## src/rtl/vram_pkg.sv

```systemverilog
// Shared widths, types and access tags for the video-memory arbiter.
package vram_pkg;

   localparam int ADDR_W = 15;
   localparam int DATA_W = 16;

   typedef logic [ADDR_W-1:0] addr_t;
   typedef logic [DATA_W-1:0] data_t;

   typedef enum logic [1:0] {
      TAG_NONE   = 2'd0,
      TAG_DISP   = 2'd1,
      TAG_CPU_RD = 2'd2,
      TAG_CPU_WR = 2'd3
   } mem_tag_t;

endpackage

```

## src/rtl/vram_starve_cnt.sv

```systemverilog
// Saturating count of cycles an eligible CPU request has been refused.
module vram_starve_cnt #(
   parameter int unsigned MAX = 8
) (
   input  logic clk,
   input  logic rst,
   input  logic inc,
   input  logic clr,
   output logic at_max
);

   localparam logic [7:0] MAX_C = 8'(MAX);

   logic [7:0] cnt_r;

   // Clear wins over increment; the count sticks at MAX_C.
   always_ff @(posedge clk or posedge rst) begin
      if (rst) begin
         cnt_r <= 8'd0;
      end else if (clr) begin
         cnt_r <= 8'd0;
      end else if (inc && (cnt_r != MAX_C)) begin
         cnt_r <= cnt_r + 8'd1;
      end else begin
         cnt_r <= cnt_r;
      end
   end

   assign at_max = (cnt_r == MAX_C);

endmodule

```

## src/rtl/vram_arbiter.sv

```systemverilog
// Single-port video memory arbiter: display reads first, CPU forced through
// after STARVE_MAX refusals; also owns the frame-synchronous bank bit.
module vram_arbiter
   import vram_pkg::*;
#(
   parameter int unsigned STARVE_MAX = 8
) (
   input  logic              clk,
   input  logic              rst,
   input  logic              disp_req,
   input  logic [ADDR_W-2:0] disp_addr,
   output logic              disp_gnt,
   output logic              disp_valid,
   output data_t             disp_data,
   input  logic              frame_start,
   input  logic              bank_sel,
   output logic              bank_active,
   input  logic              cpu_req,
   input  logic              cpu_we,
   input  addr_t             cpu_addr,
   input  data_t             cpu_wdata,
   output logic              cpu_ack,
   output data_t             cpu_rdata,
   output logic              mem_enable,
   output logic              mem_write_enable,
   output logic              mem_read_enable,
   output addr_t             mem_address,
   output data_t             mem_input_data,
   input  data_t             mem_output_data
);

   logic     cpu_elig_s;
   logic     disp_grant_s;
   logic     cpu_grant_s;
   logic     starve_inc_s;
   logic     starve_clr_s;
   logic     at_max_s;
   mem_tag_t next_tag_s;
   mem_tag_t tag_r;
   logic     cpu_busy_r;
   addr_t    addr_hold_r;
   data_t    wdata_hold_r;

   vram_starve_cnt #(.MAX(STARVE_MAX)) u_starve (
      .clk    (clk),
      .rst    (rst),
      .inc    (starve_inc_s),
      .clr    (starve_clr_s),
      .at_max (at_max_s)
   );

   // Grant selection: starved CPU, then display, then CPU, else idle.
   always_comb begin
      cpu_elig_s   = cpu_req & ~cpu_busy_r;
      disp_grant_s = 1'b0;
      cpu_grant_s  = 1'b0;
      if (at_max_s && cpu_elig_s) begin
         cpu_grant_s = 1'b1;
      end else if (disp_req) begin
         disp_grant_s = 1'b1;
      end else if (cpu_elig_s) begin
         cpu_grant_s = 1'b1;
      end else begin
         cpu_grant_s = 1'b0;
      end
      starve_inc_s = cpu_elig_s & ~cpu_grant_s;
      starve_clr_s = cpu_grant_s | ~cpu_req;
   end

   assign disp_gnt = disp_grant_s;

   // Memory drive for the granted access; idle cycles hold address and data.
   always_comb begin
      mem_enable       = 1'b0;
      mem_write_enable = 1'b0;
      mem_read_enable  = 1'b0;
      mem_address      = addr_hold_r;
      mem_input_data   = wdata_hold_r;
      next_tag_s       = TAG_NONE;
      if (disp_grant_s) begin
         mem_enable      = 1'b1;
         mem_read_enable = 1'b1;
         mem_address     = {bank_active, disp_addr};
         next_tag_s      = TAG_DISP;
      end else if (cpu_grant_s) begin
         mem_enable       = 1'b1;
         mem_write_enable = cpu_we;
         mem_read_enable  = ~cpu_we;
         mem_address      = cpu_addr;
         mem_input_data   = cpu_wdata;
         next_tag_s       = cpu_we ? TAG_CPU_WR : TAG_CPU_RD;
      end else begin
         next_tag_s = TAG_NONE;
      end
   end

   // Tag pipeline, returned data, CPU busy flag and bank latch.
   always_ff @(posedge clk or posedge rst) begin
      if (rst) begin
         tag_r        <= TAG_NONE;
         disp_valid   <= 1'b0;
         disp_data    <= '0;
         cpu_ack      <= 1'b0;
         cpu_rdata    <= '0;
         cpu_busy_r   <= 1'b0;
         bank_active  <= 1'b0;
         addr_hold_r  <= '0;
         wdata_hold_r <= '0;
      end else begin
         tag_r        <= next_tag_s;
         addr_hold_r  <= mem_address;
         wdata_hold_r <= mem_input_data;
         disp_valid   <= 1'b0;
         cpu_ack      <= 1'b0;
         case (tag_r)
            TAG_DISP: begin
               disp_valid <= 1'b1;
               disp_data  <= mem_output_data;
            end
            TAG_CPU_RD: begin
               cpu_ack   <= 1'b1;
               cpu_rdata <= mem_output_data;
            end
            TAG_CPU_WR: begin
               cpu_ack <= 1'b1;
            end
            default: begin
               disp_valid <= 1'b0;
            end
         endcase
         // Busy spans issue through the ack cycle so a held cpu_req is not reissued.
         if (cpu_grant_s) begin
            cpu_busy_r <= 1'b1;
         end else if (cpu_ack) begin
            cpu_busy_r <= 1'b0;
         end else begin
            cpu_busy_r <= cpu_busy_r;
         end
         if (frame_start) begin
            bank_active <= bank_sel;
         end else begin
            bank_active <= bank_active;
         end
      end
   end

endmodule

```

## config.mk

```make
export PLATFORM = sky130hd
export DESIGN_NAME = vram_arbiter
export DESIGN_NICKNAME = d
export VERILOG_FILES = /design/src/rtl/vram_pkg.sv /design/src/rtl/vram_starve_cnt.sv /design/src/rtl/vram_arbiter.sv
export SDC_FILE = /design/constraint.sdc
export NUM_CORES = 1
export LEC_CHECK = 0
export BUFFER_PORTS_ARGS = -buffer_cell sky130_fd_sc_hd__buf_2
export CORE_ASPECT_RATIO = 1.1
export CORE_MARGIN = 8
export CORE_UTILIZATION = 45
export CTS_BUF_LIST = sky130_fd_sc_hd__clkbuf_4 sky130_fd_sc_hd__clkbuf_8
export DETAILED_ROUTE_END_ITERATION = 10
export PLACE_DENSITY = 0.82
export SLEW_MARGIN = 25
export SYNTH_ARGS = -nofsm -noshare
export SYNTH_HDL_FRONTEND = slang
export SYNTH_SLANG_ARGS = --single-unit
```

## constraint.sdc

```tcl
create_clock -name clk -period 2.05 [get_ports clk]
set_input_delay 0.1025 -clock clk [delete_from_list [all_inputs] [get_ports clk]]
set_output_delay 0.1025 -clock clk [all_outputs]
set_load 0.03 [all_outputs]
```

==> results of run 1 <==
## where the power goes
| part | internal, mW | switching (mW) | total [mW] |
|---|---|---|---|
| clock | 0.718 | 0.564 | 1.28 |
| combinational | 1.41 | 1.81 | 3.22 |
| sequential | 1.99 | 0.197 | 2.18 |
## layer usage
| metal | global-route usage, % | share of wire [%] |
|---|---|---|
| met5 | 0 | 0 |
| met4 | 5.598 | 1.0 |
| met3 | 5.703 | 5.7 |
| met2 | 33.07 | 53 |
| met1 | 20.01 | 40 |
## worst paths after layout
| kind | startpoint | end | slack [ps] | cells after the start |
|---|---|---|---|---|
| worst min register to register | tag_r[1] | cpu_ack | 400 | 0 |
| min in group asynchronous | rst | bank_active | 450 | 3 |
| worst min-delay path | cpu_wdata[7] | wdata_hold_r[7] | 10 | 2 |
| worst max register to register | u_starve.cnt_r[1] | u_starve.cnt_r[7] | 230 | 7 |
| max in group asynchronous | rst | u_starve.cnt_r[7] | 940 | 4 |
| worst max-delay path | u_starve.cnt_r[1] | mem_read_enable | -100 | 8 |
## registers in the layout (all words and copies together) (netlist names), 2 cells and up
| signal | count |
|---|---|
| addr_hold_r | 15 |
| cpu_rdata | 16 |
| disp_data | 16 |
| tag_r | 2 |
| u_starve.cnt_r | 8 |
| wdata_hold_r | 16 |
## cell families (layout without fill, tap and decap cells)
kind of cell / after synthesis / after routing / share of synthesized area (%)
AOI/OAI and AO/OA: 43 / 43 / 7.661
xor gates and xnor gates: 4 / 4 / 1.036
adders and majority gates: 2 / 2 / 0.7401
buffers and inverters: 37 / 225 / 5.329
DFF: 77 / 77 / 56.99
muxes: 63 / 63 / 21.76
and+or+nand+nor: 33 / 36 / 6.477
## per-stage QoR
step	total power, mW	setup TNS, ps	cell area [µm²]
5_1_grt	6.980	-5785	5305
3_3_place_gp	4.701	0	4192
2_1_floorplan	4.027	-2053	3385
3_5_place_dp	4.782	0	4192
4_1_cts	6.648	-2037	5154
6_report	6.684	-2279	5305
## layout by cell type, fill, tap and decap left out, types with 4 or more instances in the layout
cell	instances
buf_2	104
dfrtp_1	77
mux2_2	50
buf_6	32
dlygate4sd3_1	27
inv_1	19
buf_4	19
mux2_4	13
o22ai_2	13
a21oi_4	11
clkbuf_8	9
a21boi_0	5
nand2_1	5
nand3_1	5
o21ai_0	4
xor2_1	4
nor2_1	4
nand2b_4	4
## Yosys cell counts (all sizes together)
library cell,n
nor3b,2
and2b,1
nand4,2
o21ai,4
mux2,63
xor2,4
o22ai,15
nand2b,4
a21boi,6
nor4b,2
and2,3
nand2,5
nand3,6
nor2b,2
inv,22
dfrtp,77
a21oi,15
buf,10
a31oi,1
ha,2
nor2,5
clkbuf,5
and3,1
a21o,2
## layout make-up
class / count / share of cell area, %
repair buffers: 187 / 25.94
multi-input cells: 148 / 29.86
well taps: 87 / 2.052
inverters: 22 / 1.627
clock buffers: 11 / 2.618
flip-flops and latches: 77 / 36.32
clock inverters: 5 / 1.580
## timing repair
item	in CTS	in global routing
gates resized for setup	116	14
pin swaps	15	2
buffers inserted	8	2
hold buffers	19	8
hold endpoints to repair	56	9
gates cloned	3	0
endpoints found under the setup margin	33	33
==> run summary, run 1 <==
Die height = 106.9 µm
Seq/Total Area, Yosys = 56.99%
Crit end category = output port
Crit-path cells = inv_2 > ha_4 > nor4b_4 > nand3_2 > and2_4 > buf_12 > a21o_1 > buf_6
CORE AREA = 0.007391 mm²
# diodes = 0
Initial DRT Pass Iterations = 4
Pleak = 2.574 nW
Synth top area share = 56.99%
FF+latch count, synth = 77
Fin. Hold Viols = 0
Max Slew Vio Count = 0
Worst relative slew slack = 46.57%
Placed wire-length estimate = 6.267 mm
GRT Total Usage = 18.27%
Slowest cell on the critical path = dfrtp_1
Post-synthesis cell type count = 35
Synth warn = 0
TritonCTS Buffers = 9
Htree depth = 3
Syn Inst Count = 259
Slew @ Worst Pin = 799.7 ps
Number of global-route vias before repair = 3029
Initial antenna violation count = 0
Critical Path Max Stage Delay = 400 ps
Initial DRC count = 87
Fmax = 464.5 MHz
Net count, final = 515
RSZ-0062 raised after global routing = true
CTS tree = yes
Core Util, Final = 71.78%
Worst Hold Class = in -> reg
TritonCTS sink count = 77
Crit path max-delay family = simple AND/OR/NAND/NOR gates
Crit Path Max Fanout = 7
Clk slew on worst S/H paths = 80 ps
Area contributors post-synth = dfrtp_1, mux2_2, mux2_4
Antenna-violating nets left = 0
Io pins = 138
Mapped Avg Cell Area = 13.05 µm²
Buf+Inv Stages, Crit Path = 3
Clock buffer depth = 2
Die area = 0.01055 mm²
Remaining Overflow, GRT = 0
Residual DRC = 0
Crit path DAT = 2050 ps
Chip width = 98.64 µm
Setup CP Type = reg -> out
Final period utilization = 105.0%
CP startpoint kind = flop
Filler cells = 509
Initial core utilization = 45.74%
Site Rows = 33
Max-Cap Viols = 0
Layout Area Growth over Synthesis = 56.92%
Latest clock arrival within the worst-skew pair = 350 ps
Final hold slack = 12.88 ps
Final setup margin = -102.8 ps
DP Worst Slack = 140.8 ps
Mapped Nets = 329
First-pass GRT wire length = 15.19 mm
Synth Cell Area = 0.003381 mm²
Register Area = 0.001927 mm²
Tmin final = 2153 ps
Root Buffer = clkbuf_8
Setup-failing EPs final = 32
Routed length per instance = 18.55 µm
Clk_skew = 9.294 ps
Failing checks = negative setup slack
Placer Congestion = 0.7619
Fraction of layout instances using a drive strength above 1 = 62.89%
Multi-input gate area = 0.001584 mm²
Vias per cell = 5.142
Vias = 2761
Largest net degree at the start of global routing = 45
CP required = 1950 ps
VDD IR max = 882.9 µV
Port bufs = 137
Post-synth top area cell = dfrtp_1
Non-filler cells, final = 537
Status = finished with violations
Drt total wl = 9.962 mm
Power Dens Cells = 1260 mW/mm²
Inst Count DP = 481
No activity file was read; power rests on OpenSTA's default activity.
==> run 2, diff against run 1 <==
--- a/config.mk
+++ b/config.mk
@@ -12,6 +12,7 @@
 export CTS_BUF_LIST = sky130_fd_sc_hd__clkbuf_4 sky130_fd_sc_hd__clkbuf_8
 export DETAILED_ROUTE_END_ITERATION = 10
 export PLACE_DENSITY = 0.82
+export RECOVER_POWER = 100
 export SLEW_MARGIN = 25
 export SYNTH_ARGS = -nofsm -noshare
 export SYNTH_HDL_FRONTEND = slang
==> run summary, run 2 (synthesis gave the netlist of run 1 again) <==
Initial core utilization = 45.74%
Slew @ Worst Pin = 1573 ps
Crit end category = output port
Overall power = 6.615 mW
Crit-path cells = inv_2 > ha_4 > nor4b_4 > nand3_2 > and2_4 > buf_12 > a21o_1 > buf_6
TritonCTS sink count = 77
Fin. Hold Viols = 0
RSZ-0062 raised after global routing = true
Crit path DAT = 2050 ps
CP startpoint kind = flop
Number of global-route vias before repair = 3029
Latest clock arrival within the worst-skew pair = 340 ps
GRT Total Usage = 18.27%
Site Rows = 33
Failing checks = max-capacitance violations, max-slew violations, negative setup slack
Status = finished with violations
# diodes = 0
Die height = 106.9 µm
CORE AREA = 0.007391 mm²
Crit Path Max Fanout = 7
Slowest cell on the critical path = dfrtp_1
Setup TNS = -2195 ps
Fmax = 465.2 MHz
Drt total wl = 9.953 mm
DP Worst Slack = 140.8 ps
Placed wire-length estimate = 6.267 mm
TritonCTS Buffers = 9
Remaining Overflow, GRT = 0
Net count, final = 515
Max Slew Vio Count = 35
Inst Count DP = 481
Worst Hold Class = in -> reg
Clock buffer depth = 2
Initial DRT Pass Iterations = 4
Buf+Inv Stages, Crit Path = 3
Chip width = 98.64 µm
Final setup margin = -99.43 ps
Regs by FF count = cpu_rdata x16, disp_data x16, wdata_hold_r x16
Initial antenna violation count = 0
Vias per cell = 5.125
Root Buffer = clkbuf_8
Clk slew on worst S/H paths = 80 ps
First-pass GRT wire length = 15.19 mm
Non-filler cells, final = 537
Core Util, Final = 70.87%
Max-Cap Viols = 1
Final period utilization = 104.9%
Most frequent cells in the layout = dfrtp_1, buf_2, mux2_2, clkbuf_1, buf_6
Final hold slack = 13.52 ps
Worst relative slew slack = -5.428%
Htree depth = 3
Setup-failing EPs final = 31
CTS tree = yes
Routed length per instance = 18.53 µm
Io pins = 138
Pleak = 2.456 nW
Largest net degree at the start of global routing = 45
Port bufs = 137
Vias = 2752
Commonest non-fill, non-tap cell in the layout = dfrtp_1
Critical Path Max Stage Delay = 390 ps
CP required = 1950 ps
Die area = 0.01055 mm²
Final non-filler cell area = 0.005238 mm²
Clk_skew = 8.540 ps
Tmin final = 2149 ps
Dpl cell area = 0.004192 mm²
Crit path max-delay family = simple AND/OR/NAND/NOR gates
VDD IR max = 882.3 µV
Fraction of layout instances using a drive strength above 1 = 54.44%
Placer Congestion = 0.7619
Residual DRC = 0
Power Dens Cells = 1263 mW/mm²
Layout Area Growth over Synthesis = 54.92%
Setup CP Type = reg -> out
Initial DRC count = 93
Antenna-violating nets left = 0
## run 2: layout make-up
class	count	area, µm²
Timing Repair Buffer	187	1311
Multi-Input combinational cell	148	1584
Fill cell	537	2153
Tap cell	87	108.9
Inverter	22	83.83
Clock buffer	11	138.9
Clock inverter	5	83.83
Sequential cell	77	1927
## run 2: worst reg2reg max path: cells and delay by family (launching register included)
family,cells,cell delay [ps]
flip-flops,1,390
adder cells (fa/ha/maj),1,120
AND/OR/NAND/NOR,2,390
buffers and inverters,2,240
AO/OA/AOI/OAI,2,520
## run 2: power breakdown
group / internal [mW] / switching [mW]
clock network: 0.718 / 0.563
registers: 1.99 / 0.205
logic: 1.34 / 1.81
## run 2: path summary, 6_finish.rpt
check                             startpoint                 to  slack, ps  depth (start not counted)
setup / recovery           u_starve.cnt_r[1]    mem_read_enable       -100                          8
setup reg to reg           u_starve.cnt_r[1]  u_starve.cnt_r[7]        240                          7
min in group asynchronous                rst        bank_active        650                          3
max in group asynchronous                rst  u_starve.cnt_r[7]        220                          4
hold / removal                  cpu_wdata[7]    wdata_hold_r[7]         10                          2
hold reg to reg                     tag_r[1]            cpu_ack        410                          0
## run 2: layer usage
metal	GRT usage, %	up-vias	part of all wire (%)
met4	5.598	0	1.0
met2	33.07	98	53
met3	5.703	11	5.7
met5	0	-	0
li1	-	1267	-
met1	20.01	1376	40
## run 2: timing repair
action / CTS / global route
cloned: 3 / 0
buffers inserted: 8 / 2
endpoints found under the hold margin: 56 / 9
endpoints found under the setup margin: 33 / 33
hold buffers: 19 / 8
pin swaps: 15 / 2
resized for setup: 116 / 14
==> run 3, diff against run 2 <==
--- a/config.mk
+++ b/config.mk
@@ -11,7 +11,7 @@
 export CORE_UTILIZATION = 45
 export CTS_BUF_LIST = sky130_fd_sc_hd__clkbuf_4 sky130_fd_sc_hd__clkbuf_8
 export DETAILED_ROUTE_END_ITERATION = 10
-export PLACE_DENSITY = 0.82
+export PLACE_DENSITY = 0.78
 export RECOVER_POWER = 100
 export SLEW_MARGIN = 25
 export SYNTH_ARGS = -nofsm -noshare
==> run summary, run 3 (synthesis gave the netlist of run 1 again) <==
Status = finished with violations
Failing checks = max-capacitance violations, negative setup slack
Initial core utilization = 45.74%
Commonest non-fill, non-tap cell in the layout = dfrtp_1
Initial DRC count = 84
Non-filler cells, final = 556
# diodes = 0
Final period utilization = 106.2%
Antenna-violating nets left = 0
Most frequent cells in the layout = dfrtp_1, buf_2, mux2_2, dlygate4sd3_1, clkbuf_1
GRT Max-Usage Layer = met2
Root Buffer = clkbuf_8
Net Sw Frac = 40.41%
Vias = 2815
Setup CP Type = reg -> out
Power Dens Cells = 1235 mW/mm²
CTS tree = yes
GRT Total Usage = 19.32%
Fraction of layout instances using a drive strength above 1 = 49.47%
Net count, final = 534
VDD IR max = 1024 µV
RSZ-0062 raised after global routing = true
Initial DRT Pass Iterations = 5
Max-Cap Viols = 1
Met1 usage = 21.61%
Clk pwr share = 17.2%
Crit-path cells = inv_2 > ha_4 > nor4b_4 > a21boi_2 > nand2b_4 > mux2_4 > buf_6
Final hold slack = 18.74 ps
Die height = 106.9 µm
Placer Congestion = 0.8201
Crit path max-delay family = simple AND/OR/NAND/NOR gates
Global-route track usage on met3 = 6.610%
Initial antenna violation count = 0
NetSw = 2.581 mW
Site Rows = 33
Crit end category = output port
Routed length per instance = 17.86 µm
Vias per cell = 5.063
Io pins = 138
CP startpoint kind = flop
Setup TNS = -2440 ps
Remaining Overflow, GRT = 0
Slowest cell on the critical path = dfrtp_1
Latest clock arrival within the worst-skew pair = 350 ps
Pleak = 2.466 nW
First-pass GRT wire length = 16.21 mm
P_int = 3.805 mW
Critical Path Max Stage Delay = 380 ps
Regs by FF count = cpu_rdata x16, disp_data x16, wdata_hold_r x16
Port bufs = 137
Worst relative slew slack = 0.4076%
Setup-failing EPs final = 31
TritonCTS sink count = 77
Clock buffer depth = 2
Final setup margin = -126.8 ps
Slew @ Worst Pin = 1486 ps
Placed wire-length estimate = 6.082 mm
Residual DRC = 0
Worst Hold Class = in -> reg
Number of global-route vias before repair = 3242
Tmin final = 2177 ps
TritonCTS Buffers = 9
Crit path DAT = 2070 ps
Inst Count DP = 477
Chip width = 98.64 µm
Crit Path Max Fanout = 5
Fmax = 459.4 MHz
Clk slew on worst S/H paths = 90 ps
Clk_skew = 15.24 ps
Drt total wl = 9.929 mm
Max Slew Vio Count = 0
Htree depth = 3
Met2 Use GR = 33.66%
Buf+Inv Stages, Crit Path = 2
CP required = 1950 ps
CORE AREA = 0.007391 mm²
Fin. Hold Viols = 0
Die area = 0.01055 mm²
Part of the power in registers = 34.6%
Layout Area Growth over Synthesis = 53.00%
Gate power share = 48.2%
Core Util, Final = 69.98%
Largest net degree at the start of global routing = 36
run 3: power by group through the flow:
stage / sequential (mW) / combinational (mW) / clock (mW)
finish: 2.21 / 3.08 / 1.10
global route: 2.26 / 3.26 / 1.20
CTS: 2.19 / 3.09 / 1.13
detailed placement: 2.21 / 2.55 / 0
global placement: 2.18 / 2.51 / 0
floorplan: 2.66 / 1.37 / 0
run 3: cell type report:
| class | instances | area [µm²] |
|---|---|---|
| clock buffer | 10 | 137.6 |
| clock inverter | 6 | 52.55 |
| fill | 530 | 2218 |
| inverter | 22 | 83.83 |
| multi-input combinational | 151 | 1453 |
| sequential | 77 | 1927 |
| tap | 87 | 108.9 |
| timing repair buffer | 203 | 1410 |
run 3: per-layer routing:
| layer | vias up | wire (µm) |
|---|---|---|
| met5 | - | 0 |
| met4 | 0 | 103 |
| met3 | 14 | 717 |
| met2 | 105 | 5308 |
| met1 | 1384 | 3800 |
| li1 | 1312 | - |
run 3: stage by stage:
stage	worst slack (ps)	power, mW	cell area, µm²
6_report	-126.8	6.386	5172
5_1_grt	-206.6	6.723	5172
4_1_cts	-156.4	6.421	5162
3_5_place_dp	-4.310	4.766	4161
3_3_place_gp	129.5	4.694	4161
2_1_floorplan	-155.3	4.027	3385
run 3: worst reg2reg max path: stages, from the launching register on:
cell and delay, ps:
dfrtp_1 380, inv_2 50, ha_4 150, nor4b_4 130, a21boi_2 280, nand2b_4 260
mux2_4 330, buf_4 130, buf_4 110
run 3: path summary, 6_finish.rpt:
| kind | start | to | slack [ps] | cells past startpoint |
|---|---|---|---|---|
| max | u_starve.cnt_r[1] | mem_input_data[0] | -130 | 7 |
| min | cpu_wdata[6] | wdata_hold_r[6] | 20 | 2 |
| max reg2reg | u_starve.cnt_r[1] | wdata_hold_r[9] | 140 | 8 |
| min reg2reg | tag_r[1] | cpu_ack | 400 | 0 |
| max in group asynchronous | rst | cpu_rdata[3] | 250 | 4 |
| min in group asynchronous | rst | wdata_hold_r[9] | 620 | 3 |
run 3: what timing repair did:
| item | CTS | global route |
|---|---|---|
| pin swaps | 2 | 2 |
| setup endpoints to repair | 34 | 33 |
| buffers inserted | 7 | 5 |
| cloned | 6 | 0 |
| resized for setup | 85 | 9 |
| hold buffers | 44 | 1 |
| endpoints found under the hold margin | 84 | 1 |
